==> src/rtl/q_mult_pkg.sv <==
// Shared fixed-point constants for the pointwise-convolution datapath.
// Parents use QMULT_LAT to align bias and shift pipelines with q_mult products.
package q_mult_pkg;

    localparam int unsigned ACC_W      = 32;
    localparam int unsigned QMULT_LAT  = 2;
    localparam int unsigned QMULT_NMIN = 2;
    localparam int unsigned QMULT_NMAX = 16;

endpackage

==> src/rtl/q_mult.sv <==
// Signed N x N multiplier with a two-stage pipeline, full-precision result sign-extended to ACC_W,
// an aligned valid flag and a one-cycle end-of-burst pulse on the falling edge of output valid.
module q_mult
    import q_mult_pkg::*;
#(
    parameter int unsigned N = 16
) (
    input  logic             clk,
    input  logic             rst_n,
    input  logic             input_vld,
    input  logic [N-1:0]     multiplicand_din,
    input  logic [N-1:0]     multiplier_din,
    output logic [ACC_W-1:0] product_dout,
    output logic             product_dout_vld,
    output logic             product_end
);

    if (N < QMULT_NMIN || N > QMULT_NMAX) begin : g_bad_n
        $error("q_mult: N must lie in 2..16");
    end

    logic [N-1:0]            a_q, a_d;
    logic [N-1:0]            b_q, b_d;
    logic                    vld1_q;
    logic [ACC_W-1:0]        prod_q, prod_d;
    logic                    vld2_q;
    logic                    end_q, end_d;
    logic signed [ACC_W-1:0] a_ext, b_ext, prod;

    // 2N <= ACC_W, so the product of the sign-extended operands is exact in ACC_W bits.
    assign a_ext = ACC_W'($signed(a_q));
    assign b_ext = ACC_W'($signed(b_q));
    assign prod  = a_ext * b_ext;

    always_comb begin
        a_d    = a_q;
        b_d    = b_q;
        prod_d = '0;
        end_d  = vld2_q & ~vld1_q;
        if (input_vld) begin
            a_d = multiplicand_din;
            b_d = multiplier_din;
        end
        if (vld1_q) begin
            prod_d = prod;
        end
    end

    always_ff @(posedge clk) begin
        if (!rst_n) begin
            a_q    <= '0;
            b_q    <= '0;
            vld1_q <= 1'b0;
            prod_q <= '0;
            vld2_q <= 1'b0;
            end_q  <= 1'b0;
        end else begin
            a_q    <= a_d;
            b_q    <= b_d;
            vld1_q <= input_vld;
            prod_q <= prod_d;
            vld2_q <= vld1_q;
            end_q  <= end_d;
        end
    end

    assign product_dout     = prod_q;
    assign product_dout_vld = vld2_q;
    assign product_end      = end_q;

endmodule

==> config.mk <==
export PLATFORM = sky130hd
export DESIGN_NAME = q_mult
export DESIGN_NICKNAME = d
export VERILOG_FILES = /design/src/rtl/q_mult_pkg.sv /design/src/rtl/q_mult.sv
export SDC_FILE = /design/constraint.sdc
export NUM_CORES = 1
export LEC_CHECK = 0
export ABC_AREA = 1
export BUFFER_PORTS_ARGS = -buffer_cell sky130_fd_sc_hd__buf_2
export CORE_MARGIN = 10
export CORE_UTILIZATION = 65
export CTS_CLUSTER_SIZE = 8
export DETAILED_ROUTE_END_ITERATION = 10
export GPL_TIMING_DRIVEN = 0
export PLACE_DENSITY = 0.84
export SYNTH_ARGS = -nofsm -noshare
export SYNTH_HDL_FRONTEND = slang
export SYNTH_SLANG_ARGS = --single-unit
==> constraint.sdc <==
create_clock -name clk -period 7.76 [get_ports clk]
set_input_delay 0.776 -clock clk [delete_from_list [all_inputs] [get_ports clk]]
set_output_delay 0.776 -clock clk [all_outputs]
set_load 0.005 [all_outputs]
==> results by group <==
Clock tree
  – CTS tree: done
  – Root Driver: clkbuf_16
  – Number of H-tree levels: 3
  – Clk_lat worst skew: 350 ps
  – Hold buffer count at cts: 0
  – Clk slew on worst S/H paths: 60 ps
  – Num Clock Sinks: 67
  – CTS Buffer Depth: 2
  – CTS resizes: 0
  – Post-CTS setup buffers: 0
  – Num CTS Buffers: 9

Yosys
  – Syn Inst Count: 1647
  – Async S/R FF share, synth: 0%
  – Syn_nets: 2026
  – Mean Syn Cell Area: 7.693 µm²
  – Yosys warning total: 0
  – Netlist Area Pre-Place: 0.01267 mm²
  – Yosys cell types: 33
  – Number of synthesized flops with an enable pin: 0
  – Post-synthesis sequential area ratio: 10.59%
  – Yosys reg bits: 67
  – Main synth FF type: dfxtp_1

Detailed routing
  – Remaining DRCs: 0
  – Via density: 5.295
  – Antenna Violating Nets Remaining: 0
  – Vias: 10569
  – First DRT Iteration DRCs: 792
  – DR WL/cell: 17.04 µm
  – Drt first pass iters: 6
  – Final WL: 34010 µm

Global route
  – Largest net degree at the start of global routing: 13
  – Antenna violations before repair: 0
  – Vias in the first global route: 11347
  – GR Util met2: 47.20%
  – Met3 Resource Use GR: 6.967%
  – Total congestion overflow: 0
  – First-pass GRT wire length: 56690 µm
  – GR peak layer: met2
  – Met1 Use GR: 31.51%
  – All-layer global routing usage: 27.97%

Setup path
  – Critical Path Most Common Cell: fa_1
  – Worst Path Required: 8000 ps
  – Crit path DAT: 6860 ps
  – Critical Path Max Stage Delay: 760 ps
  – WS Path Type: reg -> reg
  – CP Launch Type: register
  – CP max FO: 10
  – Crit-path slowest cell: fa_1
  – Crit-path cells: clkbuf_1 > clkbuf_1 > nand2_1 > fa_1 > inv_1 > fa_1 > inv_1 > fa_1 > inv_1 > fa_1 > fa_1 > fa_1 > ha_1 > nand2_1 > nor2_1 > nand2_1 > nor3_1 > nand2_1 > a21oi_1 > nor2_1
  – Cell family with most CP delay: adder cells
  – CP endpoint kind: register
  – Crit path buffers/inverters: 5

Job
  – Max-cap check violation count: 0

Floorplanning
  – FP Rows: 51
  – Core area: 0.01933 mm²
  – Die Ht: 159.6 µm
  – Die Area: 0.02548 mm²
  – Die W: 159.6 µm
  – # IOs: 69
  – Initial Util: 65.53%

Power and ir drop
  – VDD IR max: 198.4 µV
  – P_leak: 0.008134 µW
  – Pwr Density: 194.0 mW/mm²

Placed design
  – DP Cell Count: 1980
  – Dpl hpwl: 28020 µm
  – Gpl congestion: 0.9776
  – Buffers on Ports: 68

Min path
  – HP Class: reg -> reg

Final layout
  – Commonest non-fill, non-tap cell in the layout: inv_1
  – Post-route insts no fill: 1996
  – Area delta synth->final: 8.078%
  – Highest-count cells in the layout ignoring fill and taps: 463 x inv_1, 373 x nand2_1, 262 x fa_1, 138 x nor2_1, 82 x ha_1
  – Final Util: 70.83%
  – Filler cells: 1597
  – ANT cells: 0
  – Ratio of cells with drive above 1 in the final layout: 6.759%
  – Final net count: 2105

STA
  – Setup TNS: 0 ps
  – FMAX: 150.9 MHz
  – Worst slew margin: 45.02%
  – Max-slew violation count: 0
  – Clk_skew: 11.78 ps
  – RSZ-0062 raised after global routing: no
  – Post-layout minimum cycle time: 6628 ps
  – Final setup fails: 0
  – Tcrit/Tclk final: 85.42%
  – Hold Violations, Final: 0
  – Worst slew pin tran: 824.6 ps

Outcome
  – Status: finished clean
[power by group]
group	internal, µW	leakage [µW]	total [µW]	switching (µW)
Clock	323	0.000173	494	171
Sequential	382	0.000551	391	9.33
Combinational	625	0.00741	1770	1150
[cells in the mapped netlist (all sizes together), types with 2 or more instances]
master / number / area (µm²)
a21oi: 44 / 227.7
buf: 2 / 15.01
clkbuf: 73 / 274.0
dfxtp: 67 / 1341
fa: 262 / 5245
ha: 82 / 1026
inv: 464 / 1742
nand2: 386 / 1486
nand3: 35 / 200.2
nand3b: 2 / 15.01
nand4: 6 / 37.54
nor2: 142 / 558.0
nor3: 8 / 66.32
o21a: 7 / 52.55
o21ai: 50 / 254.0
o21bai: 4 / 30.03
or2: 2 / 12.51
xnor2: 4 / 35.03
xor2: 4 / 35.03
[flip-flops by register name, summed over array words and instances, names as in the netlist]
name	count
product_end	1
vld1_q	1
b_q	16
product_dout_vld	1
a_q	16
product_dout	32
[cells by family (layout without fill, tap and decap cells)]
kind of cell	count (synthesis)	count (layout)	share of synthesized area [%]
buffers and inverters	540	624	16.06
AO/OA/AOI/OAI	106	106	4.513
XOR/XNOR	8	8	0.5529
AND/OR/NAND/NOR	582	582	18.80
adder cells (fa/ha/maj)	344	344	49.49
flip-flops	67	67	10.59
[cell type report]
cell class / instances / area, µm² / share of cell area [%]
Clock inverter: 6 / 112.6 / 0.8223
Timing Repair Buffer: 68 / 340.3 / 2.485
Tap cell: 265 / 331.6 / 2.421
Multi-Input combinational cell: 1040 / 9295 / 67.88
Clock buffer: 10 / 239.0 / 1.745
Inverter: 465 / 1745 / 12.75
Sequential cell: 67 / 1341 / 9.794
Buffer: 75 / 289.0 / 2.111
[final timing paths]
kind | from | endpoint | slack [ps] | cells after the start
worst min-delay path | vld1_q$_SDFF_PN0_ | product_end$_SDFF_PN0_ | 420 | 1
worst min register to register | vld1_q$_SDFF_PN0_ | product_end$_SDFF_PN0_ | 420 | 1
worst max register to register | a_q[15]$_SDFFE_PN0P_ | product_dout[29]$_SDFF_PN0_ | 1130 | 20
worst max-delay path | a_q[15]$_SDFFE_PN0P_ | product_dout[29]$_SDFF_PN0_ | 1130 | 20
[layer usage]
layer	vias up	wire, µm
li1	4838	-
met5	-	0
met1	5031	11950
met3	161	3291
met2	539	16620
met4	0	2142
[through the flow]
stage          setup slack, ps  hold slack, ps  total power [µW]  cell area [µm²]
2_1_floorplan             2292           389.4              1695            12670
3_3_place_gp              1358           412.0              2103            13340
3_5_place_dp              1242           411.6              2152            13340
4_1_cts                   1242           420.1              2658            13690
5_1_grt                  745.7           437.1              2920            13690
6_report                  1132           420.7              2657            13690
Power figures use the tool's default switching activity.
